### src/rtl/sprite_pkg.sv
// Shared types for the scanline sprite compositor: sprite geometry,
// FSM state encoding and the attribute table record.
package sprite_pkg;

  localparam int SPRITE_W_ENTRIES = 8;
  localparam int SPRITE_H_ROWS    = 16;
  localparam int ATTR_X_W         = 8;
  localparam int ATTR_Y_W         = 10;
  localparam int ATTR_NUM_W       = 6;

  typedef enum logic [2:0] {
    ST_IDLE,
    ST_CLEAR,
    ST_SCAN,
    ST_FETCH,
    ST_DONE
  } state_e;

  typedef struct packed {
    logic                  en;
    logic [ATTR_X_W-1:0]   x;
    logic [ATTR_Y_W-1:0]   y;
    logic [ATTR_NUM_W-1:0] num;
  } attr_t;

  // Row offset of a sprite relative to the composed line, wrapping mod 2^10.
  function automatic logic [ATTR_Y_W-1:0] sprite_dy(input logic [ATTR_Y_W-1:0] line_y,
                                                    input logic [ATTR_Y_W-1:0] top_y);
    return line_y - top_y;
  endfunction

endpackage

### src/rtl/sprite_attr_table.sv
// Sprite attribute register file: one synchronous write port, one
// combinational read port, cleared (all sprites disabled) on reset.
module sprite_attr_table
  import sprite_pkg::*;
#(
  parameter int NUM_SPRITES = 8
) (
  input  logic                           clk,
  input  logic                           rst,
  input  logic                           wr_en,
  input  logic [$clog2(NUM_SPRITES)-1:0] wr_idx,
  input  attr_t                          wr_data,
  input  logic [$clog2(NUM_SPRITES)-1:0] rd_idx,
  output attr_t                          rd_data
);

  attr_t [NUM_SPRITES-1:0] entries_q;
  attr_t [NUM_SPRITES-1:0] entries_d;

  always_comb begin
    entries_d = entries_q;
    if (wr_en) begin
      entries_d[wr_idx] = wr_data;
    end
  end

  always_ff @(posedge clk or posedge rst) begin
    if (rst) begin
      entries_q <= '0;
    end else begin
      entries_q <= entries_d;
    end
  end

  assign rd_data = entries_q[rd_idx];

endmodule

### src/rtl/sprite_line_composer.sv
// Scanline sprite compositor: clears one half of the ping-pong line buffer,
// then draws every sprite overlapping the requested row from the sprite ROM.
module sprite_line_composer
  import sprite_pkg::*;
#(
  parameter int NUM_SPRITES = 8,
  parameter int LB_DEPTH    = 256,
  parameter int LB_AW       = 8
) (
  input  logic                           i_Clk,
  input  logic                           i_Reset,
  input  logic                           i_Attr_We,
  input  logic [$clog2(NUM_SPRITES)-1:0] i_Attr_Idx,
  input  logic                           i_Attr_En,
  input  logic [LB_AW-1:0]               i_Attr_X,
  input  logic [9:0]                     i_Attr_Y,
  input  logic [5:0]                     i_Attr_Num,
  input  logic                           i_Line_Start,
  input  logic [9:0]                     i_Line_Y,
  input  logic                           i_Buf_Sel,
  output logic [5:0]                     o_Rom_Sprite,
  output logic [2:0]                     o_Rom_Row,
  output logic [2:0]                     o_Rom_Col,
  input  logic [1:0]                     i_Rom_Pixel,
  output logic                           o_Lb_We,
  output logic [LB_AW:0]                 o_Lb_Addr,
  output logic [1:0]                     o_Lb_Data,
  output logic                           o_Busy,
  output logic                           o_Done,
  output logic                           o_Overrun
);

  localparam int IW = $clog2(NUM_SPRITES);

  attr_t attr_wr;
  attr_t attr_rd;

  assign attr_wr = '{en: i_Attr_En, x: i_Attr_X, y: i_Attr_Y, num: i_Attr_Num};

  state_e           state_q,      state_d;
  logic [9:0]       line_y_q,     line_y_d;
  logic             buf_sel_q,    buf_sel_d;
  logic [IW-1:0]    ptr_q,        ptr_d;
  logic [LB_AW-1:0] clr_cnt_q,    clr_cnt_d;
  logic [3:0]       fcnt_q,       fcnt_d;
  logic [LB_AW-1:0] fx_q,         fx_d;
  logic [5:0]       rom_sprite_q, rom_sprite_d;
  logic [2:0]       rom_row_q,    rom_row_d;
  logic [2:0]       rom_col_q,    rom_col_d;
  logic             lb_we_q,      lb_we_d;
  logic [LB_AW:0]   lb_addr_q,    lb_addr_d;
  logic [1:0]       lb_data_q,    lb_data_d;
  logic             busy_q,       busy_d;
  logic             done_q,       done_d;
  logic             overrun_q,    overrun_d;

  sprite_attr_table #(
    .NUM_SPRITES(NUM_SPRITES)
  ) u_attr_table (
    .clk     (i_Clk),
    .rst     (i_Reset),
    .wr_en   (i_Attr_We),
    .wr_idx  (i_Attr_Idx),
    .wr_data (attr_wr),
    .rd_idx  (ptr_q),
    .rd_data (attr_rd)
  );

  logic [9:0]     dy;
  logic           hit;
  logic [2:0]     pix_col;
  logic [LB_AW:0] pix_addr;

  // The pixel on i_Rom_Pixel during fetch step k belongs to column k-1.
  always_comb begin
    dy       = sprite_dy(line_y_q, attr_rd.y);
    hit      = attr_rd.en && (dy < 10'(SPRITE_H_ROWS));
    pix_col  = 3'(fcnt_q - 4'd1);
    pix_addr = {1'b0, fx_q} + (LB_AW+1)'(pix_col);
  end

  always_comb begin
    state_d      = state_q;
    line_y_d     = line_y_q;
    buf_sel_d    = buf_sel_q;
    ptr_d        = ptr_q;
    clr_cnt_d    = clr_cnt_q;
    fcnt_d       = fcnt_q;
    fx_d         = fx_q;
    rom_sprite_d = rom_sprite_q;
    rom_row_d    = rom_row_q;
    rom_col_d    = rom_col_q;
    lb_we_d      = 1'b0;
    lb_addr_d    = lb_addr_q;
    lb_data_d    = lb_data_q;
    busy_d       = busy_q;
    done_d       = 1'b0;
    overrun_d    = overrun_q;

    if (i_Line_Start && (state_q != ST_IDLE)) begin
      overrun_d = 1'b1;
    end

    case (state_q)
      ST_IDLE: begin
        if (i_Line_Start) begin
          line_y_d  = i_Line_Y;
          buf_sel_d = i_Buf_Sel;
          ptr_d     = IW'(NUM_SPRITES - 1);
          clr_cnt_d = '0;
          busy_d    = 1'b1;
          state_d   = ST_CLEAR;
        end
      end
      ST_CLEAR: begin
        lb_we_d   = 1'b1;
        lb_addr_d = {buf_sel_q, clr_cnt_q};
        lb_data_d = 2'd0;
        clr_cnt_d = clr_cnt_q + 1'b1;
        if (clr_cnt_q == LB_AW'(LB_DEPTH - 1)) begin
          state_d = ST_SCAN;
        end
      end
      ST_SCAN: begin
        if (hit) begin
          fcnt_d       = 4'd0;
          fx_d         = attr_rd.x;
          rom_sprite_d = attr_rd.num;
          rom_row_d    = dy[3:1];
          rom_col_d    = 3'd0;
          state_d      = ST_FETCH;
        end else if (ptr_q == '0) begin
          state_d = ST_DONE;
        end else begin
          ptr_d = ptr_q - 1'b1;
        end
      end
      ST_FETCH: begin
        if (fcnt_q < 4'd7) begin
          rom_col_d = rom_col_q + 1'b1;
        end
        if (fcnt_q != 4'd0) begin
          lb_we_d   = (i_Rom_Pixel != 2'd0) && !pix_addr[LB_AW];
          lb_addr_d = {buf_sel_q, pix_addr[LB_AW-1:0]};
          lb_data_d = i_Rom_Pixel;
        end
        fcnt_d = fcnt_q + 1'b1;
        if (fcnt_q == 4'd8) begin
          fcnt_d = 4'd0;
          if (ptr_q == '0) begin
            state_d = ST_DONE;
          end else begin
            ptr_d   = ptr_q - 1'b1;
            state_d = ST_SCAN;
          end
        end
      end
      ST_DONE: begin
        done_d  = 1'b1;
        busy_d  = 1'b0;
        state_d = ST_IDLE;
      end
      default: begin
        state_d = ST_IDLE;
        busy_d  = 1'b0;
      end
    endcase
  end

  always_ff @(posedge i_Clk or posedge i_Reset) begin
    if (i_Reset) begin
      state_q      <= ST_IDLE;
      line_y_q     <= '0;
      buf_sel_q    <= 1'b0;
      ptr_q        <= '0;
      clr_cnt_q    <= '0;
      fcnt_q       <= '0;
      fx_q         <= '0;
      rom_sprite_q <= '0;
      rom_row_q    <= '0;
      rom_col_q    <= '0;
      lb_we_q      <= 1'b0;
      lb_addr_q    <= '0;
      lb_data_q    <= '0;
      busy_q       <= 1'b0;
      done_q       <= 1'b0;
      overrun_q    <= 1'b0;
    end else begin
      state_q      <= state_d;
      line_y_q     <= line_y_d;
      buf_sel_q    <= buf_sel_d;
      ptr_q        <= ptr_d;
      clr_cnt_q    <= clr_cnt_d;
      fcnt_q       <= fcnt_d;
      fx_q         <= fx_d;
      rom_sprite_q <= rom_sprite_d;
      rom_row_q    <= rom_row_d;
      rom_col_q    <= rom_col_d;
      lb_we_q      <= lb_we_d;
      lb_addr_q    <= lb_addr_d;
      lb_data_q    <= lb_data_d;
      busy_q       <= busy_d;
      done_q       <= done_d;
      overrun_q    <= overrun_d;
    end
  end

  assign o_Rom_Sprite = rom_sprite_q;
  assign o_Rom_Row    = rom_row_q;
  assign o_Rom_Col    = rom_col_q;
  assign o_Lb_We      = lb_we_q;
  assign o_Lb_Addr    = lb_addr_q;
  assign o_Lb_Data    = lb_data_q;
  assign o_Busy       = busy_q;
  assign o_Done       = done_q;
  assign o_Overrun    = overrun_q;

endmodule

### config.mk
export PLATFORM = sky130hd
export DESIGN_NAME = sprite_line_composer
export DESIGN_NICKNAME = d
export VERILOG_FILES = /design/src/rtl/sprite_pkg.sv /design/src/rtl/sprite_attr_table.sv /design/src/rtl/sprite_line_composer.sv
export SDC_FILE = /design/constraint.sdc
export NUM_CORES = 1
export LEC_CHECK = 0
export BUFFER_PORTS_ARGS = -buffer_cell sky130_fd_sc_hd__buf_2
export CELL_PAD_IN_SITES_DETAIL_PLACEMENT = 0
export CELL_PAD_IN_SITES_GLOBAL_PLACEMENT = 1
export CORE_ASPECT_RATIO = 0.7
export CORE_MARGIN = 2
export CORE_UTILIZATION = 51
export CTS_CLUSTER_SIZE = 40
export DETAILED_ROUTE_END_ITERATION = 8
export GPL_TIMING_DRIVEN = 0
export PLACE_DENSITY_LB_ADDON = 0.1
export SLEW_MARGIN = 20
export SYNTH_ARGS = -nofsm -noshare
export SYNTH_HDL_FRONTEND = slang
export SYNTH_SLANG_ARGS = --single-unit
### constraint.sdc
create_clock -name i_Clk -period 10.2 [get_ports i_Clk]
set_input_delay 2.04 -clock i_Clk [delete_from_list [all_inputs] [get_ports i_Clk]]
set_output_delay 2.04 -clock i_Clk [all_outputs]
set_load 0.02 [all_outputs]
==> results.toml <==
[floorplan]
io_pins = 72
start_util_pct = 51.93
die_area_mm2 = 0.02535
rows = 47
die_h_um = 133.8
die_w_um = 189.4
coreArea_mm2 = 0.02364

[logic_synthesis]
seq_area_frac_synth_pct = 53.81
synth.ff_latch_count = 264
synth_area_leaders = "dfrtp_1 54%, mux2_2 20%, mux4_2 8.8%, mux2i_1 2.4%, ha_1 1.7%"
yosys.area.top_type_share_pct = 53.81
synth.distinct_cells = 54
synthesis.area_mm2 = 0.01228
ys_warn_count = 0
synth_fp_nets = 940
async_reset_ff_share_pct = 100.0
synth_edf_count = 0
synth-main-ff-cell = "dfrtp_1"
syn_inst = 876
syn_avg_cell_area_um2 = 14.01
yosysTopAreaCell = "dfrtp_1"

[setup_path]
crit_fanout = 10
cp-start-kind = "flip-flop"
cp_data_arrival_time_ns = 6.35
reg2reg_depth = 16
regToRegStartpoint = "ptr_q[0]"
r2r_end = "fx_q[2]"
endpoint = "fx_q[2]"
worstSetupEndpointType = "flip-flop"
cp.required_ns = 10.58
path_class = "flip-flop to flip-flop"
reg2reg_slack_ns = 4.23
crit_start = "ptr_q[0]"

[grt]
grt_pass1_vias = 8101
grt_start_max_net_pins = 97
antenna_found_initial = 2
grt_pass1_wl_um = 45860
grtUsageTotal_pct = 23.55
grt_overflow_total = 0

[clock_network]
clk_pin_slew_ns = 0.06
htreeDepth = 1
cts_buffers = 26
cts_tree = "yes"
cts.sinks = 264
ctsHoldBuffers = 0
clkLatencyLatePin_ns = 0.54
postCtsSetupBuffers = 0
cts_resized = 0
ctsRootBufferMaster = "clkbuf_16"
cts_max_path_buffers = 3

[finish]
fill_cells = 1866
fin_util_pct = 59.21
seqCellArea_mm2 = 0.006606
multi_input_area_mm2 = 0.005446
drive_above_1_share_pct = 39.25
layout.nets = 1037
finalNonFillerCells = 1310
syn_to_final_growth_pct = 14.02

[sta]
hold_viol_final = 0
rsz0062_at_grt = "false"
fin_crit_ns = 5.969
min_period_over_period_pct = 58.52
skew_ns = 0.02207
drv_slew = 0
setup_viol = 0
tightest_slew_ns = 1.104
slew_headroom_pct = 26.38
fmax_ghz = 0.1675

[outcome]
status = "finished, final reports clean"

[routing]
drtIter0Drc = 507
route.detailed.drc = 0
wl_per_cell_um = 21.86
num_vias = 7686
viasPerCell = 5.867
wl_um = 28640
first_pass_iters = 5
antenna_left = 0

[placement]
place.gp.congestion = 0.8762
dp_hpwl_um = 19740
io_buffers = 67
place_inst = 1263

[power_and_ir_drop]
max-vdd-ir-drop_mv = 0.1632
power.density_mw_per_mm2 = 290.3
leakage_nw = 6.173
total_power_mw = 4.064

[job]
maxCapViolations = 0

[hold_path]
hp-class = "flip-flop to flip-flop"
==> synth_stat cells (2+ instances only) <==
cell type  number
inv_1          12
and3_1          2
buf_2           3
and4_1          2
nand4_1         6
nand2_1        55
and2_1          2
buf_1           7
o21ai_0        41
nor4_1          2
o21a_1          3
a21o_1          7
nand2b_1        5
xor2_1          6
nor2b_1         7
dfrtp_1       264
nor4b_1         2
mux4_2         48
or4_1           2
mux2i_1        30
fa_1            2
a22o_1          2
buf_6           2
nand4b_1        3
nand3_1         8
o31ai_1         6
a31oi_1         2
nor3_1         10
xnor2_1         7
clkbuf_1       36
ha_1           17
mux2_2        216
a211o_1         2
nor2_1         17
a21oi_1        19
nor3b_1         3
==> layout make-up <==
| type | instances | share of cell area, % |
|---|---|---|
| Antenna cell | 1 | 0.01788 |
| Buffer | 48 | 1.430 |
| Clock buffer | 42 | 5.863 |
| Clock inverter | 4 | 0.5810 |
| Inverter | 12 | 0.3754 |
| Multi-Input combinational cell | 552 | 38.91 |
| Sequential cell | 264 | 47.19 |
| Tap cell | 318 | 2.842 |
| Timing Repair Buffer | 69 | 2.789 |
==> report_power, final <==
part	switching, mW	internal [mW]	leakage, nW	total [mW]
registers	0.177	1.32	3.23	1.50
logic	0.818	0.753	2.50	1.57
clock network	0.396	0.598	0.444	0.994
total	1.39	2.67	6.17	4.06
==> logic make-up after synthesis <==
| group | after synthesis | synth area share, % |
|---|---|---|
| multiplexers | 295 | 31.19 |
| flip-flops | 264 | 53.81 |
| AND/OR/NAND/NOR | 129 | 5.137 |
| AO/OA/AOI/OAI | 96 | 4.892 |
| buffers and inverters | 60 | 1.987 |
| adder cells (fa/ha/maj) | 19 | 2.059 |
| XOR/XNOR | 13 | 0.9274 |
==> cell usage in the layout (no fill, tap or decap), types with 8 or more instances in the layout <==
cell	count
buf_2	70
mux2i_1	30
nand3_1	8
clkbuf_16	26
mux4_2	48
nor3_1	8
clkbuf_8	11
nand2_1	55
clkbuf_1	41
a21oi_1	19
nor2_1	17
inv_1	11
mux2_2	216
dfrtp_1	264
ha_1	17
o21ai_0	41
==> worst min path at each step <==
| stage | slack (ns) | end | startpoint | cells after the start |
|---|---|---|---|---|
| after floorplan | 0.45 | fx_q[0] | fx_q[0] | 2 |
| after global placement | 0.45 | o_Overrun | o_Overrun | 1 |
| after detailed placement | 0.45 | o_Overrun | o_Overrun | 1 |
| after CTS | 0.47 | o_Overrun | o_Overrun | 1 |
| after global routing | 0.49 | o_Overrun | o_Overrun | 1 |
| final | 0.47 | o_Overrun | o_Overrun | 1 |
==> metrics by stage <==
step	instance area [um^2]	setup WS, ns	TNS, ns	hold WS (ns)
2_1_floorplan	12280	0.8914	0	0.4538
6_report	14000	4.231	0	0.4659
3_3_place_gp	13010	-1.115	-289.95	0.4451
4_1_cts	13990	4.088	0	0.4674
5_1_grt	14000	3.802	0	0.4858
3_5_place_dp	13090	4.131	0	0.4525
==> sequential cells by signal, indices dropped and copies added (netlist names), 2 cells and up <==
name and cells:
fx_q 8, o_Lb_Data 2, line_y_q 10, fcnt_q 4, clr_cnt_q 8, ptr_q 3
o_Rom_Sprite 6, o_Lb_Addr 9, o_Rom_Row 3, o_Rom_Col 3, u_attr_table.entries_q 200, state_q 3
==> worst max-delay path: stages (launching register included) <==
cell and delay (ns):
dfrtp_1 0.32, buf_2 0.27, buf_1 0.68, buf_1 0.76, mux4_2 0.60, mux2i_1 0.26, ha_1 0.34, a21o_1 0.19
a211o_1 0.32, a2111oi_0 0.39, nor3_1 0.14, xor2_1 0.18, or4_1 0.52, buf_2 0.19, clkbuf_1 0.36, nand2_1 0.18
o21ai_0 0.11
==> per-layer routing <==
layer	track usage, %	part of all wire [%]	vias up
met5	0	0.024	-
met4	4.866	1.3	2
met3	4.265	5.9	32
met2	36.26	45	222
met1	35.48	47	4004
li1	-	-	3426
Power figures use the tool's default switching activity.
